`src/rtl/button_ctrl.sv`:
```
// rtl/button_ctrl.sv - button synchronizer/debouncer and watch mode/set state machine
// Five raw buttons pass through 2-flop sync and debounce; debounced presses drive the mode FSM.
module button_ctrl #(
    parameter int DEBOUNCE_CYCLES = 4,
    parameter int CNT_W           = 16
) (
    input  logic       clk,
    input  logic       reset,
    input  logic       btn_mode,
    input  logic       btn_set,
    input  logic       btn_up,
    input  logic       btn_next,
    input  logic       btn_clear,
    output logic [2:0] mode,
    output logic       setValue,
    output logic       upTime,
    output logic       nextd,
    output logic       resetTime
);

    localparam logic [2:0] ST_WATCH     = 3'b000;
    localparam logic [2:0] ST_STOPWATCH = 3'b001;
    localparam logic [2:0] ST_ALARM     = 3'b010;

    localparam int NB      = 5;
    localparam int B_MODE  = 0;
    localparam int B_SET   = 1;
    localparam int B_UP    = 2;
    localparam int B_NEXT  = 3;
    localparam int B_CLEAR = 4;

    localparam logic [CNT_W-1:0] CNT_MAX = CNT_W'(DEBOUNCE_CYCLES - 1);

    logic [NB-1:0]    raw;
    logic [NB-1:0]    s1_q, s2_q, deb_q, press_q;
    logic [NB-1:0]    deb_d, press_d;
    logic [CNT_W-1:0] cnt_q [NB];
    logic [CNT_W-1:0] cnt_d [NB];

    logic [2:0] mode_q, mode_d;
    logic       set_q, set_d;
    logic       up_q, up_d;
    logic       next_q, next_d;
    logic       clr_q, clr_d;

    assign raw = {btn_clear, btn_next, btn_up, btn_set, btn_mode};

    // A flip happens on the edge where the mismatch run reaches DEBOUNCE_CYCLES;
    // only the 0->1 flip is registered as a press event.
    always_comb begin
        for (int i = 0; i < NB; i++) begin
            deb_d[i]   = deb_q[i];
            press_d[i] = 1'b0;
            cnt_d[i]   = '0;
            if (s2_q[i] != deb_q[i]) begin
                if (cnt_q[i] >= CNT_MAX) begin
                    deb_d[i]   = s2_q[i];
                    press_d[i] = s2_q[i];
                end else begin
                    cnt_d[i] = cnt_q[i] + 1'b1;
                end
            end
        end
    end

    // Pulses gate on the pre-edge setValue; a set event always pre-empts a mode event.
    always_comb begin
        mode_d = mode_q;
        set_d  = set_q;
        up_d   = press_q[B_UP] & set_q;
        next_d = press_q[B_NEXT] & set_q;
        clr_d  = press_q[B_CLEAR];
        case (mode_q)
            ST_WATCH: begin
                if (press_q[B_SET]) begin
                    set_d = ~set_q;
                end else if (press_q[B_MODE] && !set_q) begin
                    mode_d = ST_STOPWATCH;
                end
            end
            ST_STOPWATCH: begin
                if (!press_q[B_SET] && press_q[B_MODE]) begin
                    mode_d = ST_ALARM;
                end
            end
            ST_ALARM: begin
                if (press_q[B_SET]) begin
                    set_d = ~set_q;
                end else if (press_q[B_MODE] && !set_q) begin
                    mode_d = ST_WATCH;
                end
            end
            default: mode_d = ST_WATCH;
        endcase
    end

    always_ff @(posedge clk or posedge reset) begin
        if (reset) begin
            s1_q    <= '0;
            s2_q    <= '0;
            deb_q   <= '0;
            press_q <= '0;
            for (int i = 0; i < NB; i++) begin
                cnt_q[i] <= '0;
            end
            mode_q <= ST_WATCH;
            set_q  <= 1'b0;
            up_q   <= 1'b0;
            next_q <= 1'b0;
            clr_q  <= 1'b0;
        end else begin
            s1_q    <= raw;
            s2_q    <= s1_q;
            deb_q   <= deb_d;
            press_q <= press_d;
            for (int i = 0; i < NB; i++) begin
                cnt_q[i] <= cnt_d[i];
            end
            mode_q <= mode_d;
            set_q  <= set_d;
            up_q   <= up_d;
            next_q <= next_d;
            clr_q  <= clr_d;
        end
    end

    assign mode      = mode_q;
    assign setValue  = set_q;
    assign upTime    = up_q;
    assign nextd     = next_q;
    assign resetTime = clr_q;

endmodule

```
`config.mk`:
```
export PLATFORM = sky130hd
export DESIGN_NAME = button_ctrl
export DESIGN_NICKNAME = d
export VERILOG_FILES = /design/src/rtl/button_ctrl.sv
export SDC_FILE = /design/constraint.sdc
export NUM_CORES = 1
export LEC_CHECK = 0
export CORE_MARGIN = 2
export CORE_UTILIZATION = 35
export CTS_CLUSTER_DIAMETER = 120
export DETAILED_ROUTE_END_ITERATION = 12
export PLACE_DENSITY_LB_ADDON = 0.12
export SYNTH_ARGS = -nofsm -noshare
export SYNTH_HDL_FRONTEND = slang
export SYNTH_SLANG_ARGS = --single-unit
```
`constraint.sdc`:
```
create_clock -name clk -period 3.8 [get_ports clk]
set_clock_uncertainty 0.1 [all_clocks]
set_input_delay 0.76 -clock clk [delete_from_list [all_inputs] [get_ports clk]]
set_output_delay 0.76 -clock clk [all_outputs]
set_load 0.02 [all_outputs]
```
==> summary.md <==
| Metric | Value |
|---|---|
| Syn_area_per_cell | 17.3 um^2 |
| Core region area | 9200 um^2 |
| Netlist cell types | 20 |
| Outcome | complete, no violations |
| MaxCap Viol Count | 0 |
| Synth Register Bits | 106 |
| CP Cell Sequence | clkdlybuf4s50_1 |
| Final worst slack | 1530 ps |
| Io pins | 14 |
| Fillers | 872 |
| Die Y | 101 um |
| Grt total ovfl | 0 |
| Row count | 35 |
| WP data arrival | 1410 ps |
| Worst EP required | 2940 ps |
| Worst-path clk slew | 100 ps |
| Clock Tree Buf Depth | 2 |
| Clock latency at the later pin of the worst-skew pair | 350 ps |
| First drt pass iteration count | 4 |
| Slowest cell delay on critical path | 640 ps |
| Vias in the first global route | 1643 |
| Synth Cell Area | 3300 um^2 |
| DR iter-0 viols | 35 |
| Critical path startpoint category | flip-flop |
| Final core utilization | 43.6% |
| Die area | 10200 um^2 |
| Sequential share of the synthesized area | 80.3% |
| Share of layout cells above drive strength 1 | 11.4% |
| Crit share post-route | 59.8% |
| Crit-path slowest cell | clkdlybuf4s50_1 |
| FF-to-FF Start | cnt_q[64] |
| Initial antenna violation count | 0 |
| Cell family with most CP delay | buffers and inverters |
| Critical path class | flip-flop to primary output |
| Worst-path maximum fanout | 6 |
| Area Overhead vs Synth | 21.4% |
| IO buf count | 12 |
| Final antenna-violating net count | 0 |
| Worst VDD drop | 0.228 mV |
| Clk sink count | 106 |
| Post-CTS sizing | 0 |
| Post-Route Setup TNS | 0 ps |
| CP endpoint kind | primary output |
| Root buffer cell | clkbuf_8 |
| CTS tree | built |
| Vias per cell | 3.82 |
| Pleak | 1.83 nW |
| Fin crit period | 2270 ps |
| Ant. Diodes | 0 |
| Synth Instances | 191 |
| Initial Util | 35.9% |
| Pwr dens | 489 nW/um^2 |
| Residual DRC | 0 |
| Global placer's final weighted congestion | 0.678 |
| WL final | 3970 um |
| Final nets | 298 |
| Max H-tree Level | 3 |
| Power Total | 1.96 mW |
| First-pass GRT wire length | 7510 um |
| Routed length per instance | 9.89 um |
| Count of final setup violators | 0 |
| Final hold viol count | 0 |
| Hold Buf Count CTS | 0 |
| Die span in x | 101 um |
| Worst Hold Class | flip-flop to flip-flop |
| Vias | 1530 |
| Worst setup path start | setValue |
| Buffers & Inverters on Critical Path | 1 |
| Max Slew Vio Count | 0 |
| Hold path start | s1_q[3] |
| RSZ-0062 raised after global routing | false |
| Yosys warning total | 0 |
| TritonCTS buffer count | 9 |
| Max frequency | 440 MHz |
| Setup WS pre-CTS | 1790 ps |
| DP HPWL | 2710 um |
| Setup Fix Bufs, Post-CTS | 0 |
| GR Util All Layers | 9.70% |
| Pin count of the biggest net entering global routing | 40 |
[synthesized netlist by cell type]
cell      instances  area (um^2)
nand3_1           5         25.0
dfrtp_1         106         2650
nor2_1            2         7.51
inv_1             6         22.5
nand2b_1          2         12.5
conb_1            1         3.75
ha_1              5         62.6
and2_1            2         12.5
nand4_1           5         31.3
and3b_1           5         43.8
mux2i_1           1         10.0
o22ai_1           1         6.26
buf_4             1         7.51
nor2b_1           2         12.5
xor2_1            5         43.8
nor4_2           15          188
xnor2_1           1         8.76
nor3_1           15         75.1
mux2_1            5         56.3
nand2_1           6         22.5
[logic make-up after synthesis]
kind of cell / synth area share, %
DFF: 80.3
and+or+nand+nor: 13.0
buffers and inverters: 0.909
xor gates and xnor gates: 1.59
muxes: 2.01
adders and majority gates: 1.89
other: 0.113
AOI/OAI and AO/OA: 0.189
[layout by cell type (no fill, tap or decap), drive strengths merged, types with 6 or more instances in the layout]
cell type,synthesis,layout
dfrtp,106,106
conb,1,71
nor4,15,15
nor3,15,15
clkdlybuf4s50,0,12
clkbuf,0,10
inv,6,7
nand2,6,6
[power by group]
group          switching, mW  total, mW  internal [mW]
clock                  0.352      0.590          0.238
combinational         0.0768      0.140         0.0629
sequential            0.0401       1.23           1.19
total                  0.469       1.96           1.49
[routing by layer]
layer | GRT usage (%) | vias up | wire (um)
met2 | 14.7 | 15 | 1850
met3 | 2.90 | 9 | 100
met1 | 12.6 | 735 | 1930
li1 | - | 771 | -
met5 | 0 | - | 0
met4 | 5.30 | 0 | 90
[state kept, by name, indices dropped and copies added, names as in the netlist]
register / cells
s1_q: 5
resetTime: 1
press_q: 5
deb_q: 5
upTime: 1
setValue: 1
mode: 2
nextd: 1
s2_q: 5
cnt_q: 80
[per-stage QoR]
stage	std cells	instance area (um^2)	hold WS, ps
floorplan	261	3570	231
global placement	386	3840	232
detailed placement	386	3840	239
CTS	401	4010	249
global route	401	4010	265
finish	401	4010	239
[final timing paths]
path                              endpoint  slack, ps  cells past startpoint
worst min-delay path               s2_q[3]        240                      0
worst max register to register    deb_q[0]       2130                      4
worst min register to register     s2_q[3]        240                      0
max in group asynchronous          s1_q[3]       2230                      3
min in group asynchronous       press_q[4]        670                      2
worst max-delay path              setValue       1530                      1
[final cells by class]
| class | instances | area (um^2) | area share [%] |
|---|---|---|---|
| sequential | 106 | 2650 | 66.1 |
| multi-input combinational | 148 | 885 | 22.1 |
| timing repair buffer | 15 | 143 | 3.56 |
| tap | 111 | 139 | 3.46 |
| clock buffer | 10 | 128 | 3.18 |
| clock inverter | 5 | 40.0 | 0.998 |
| inverter | 6 | 25.0 | 0.624 |
Note: power is estimated with default switching activity, not from simulation.
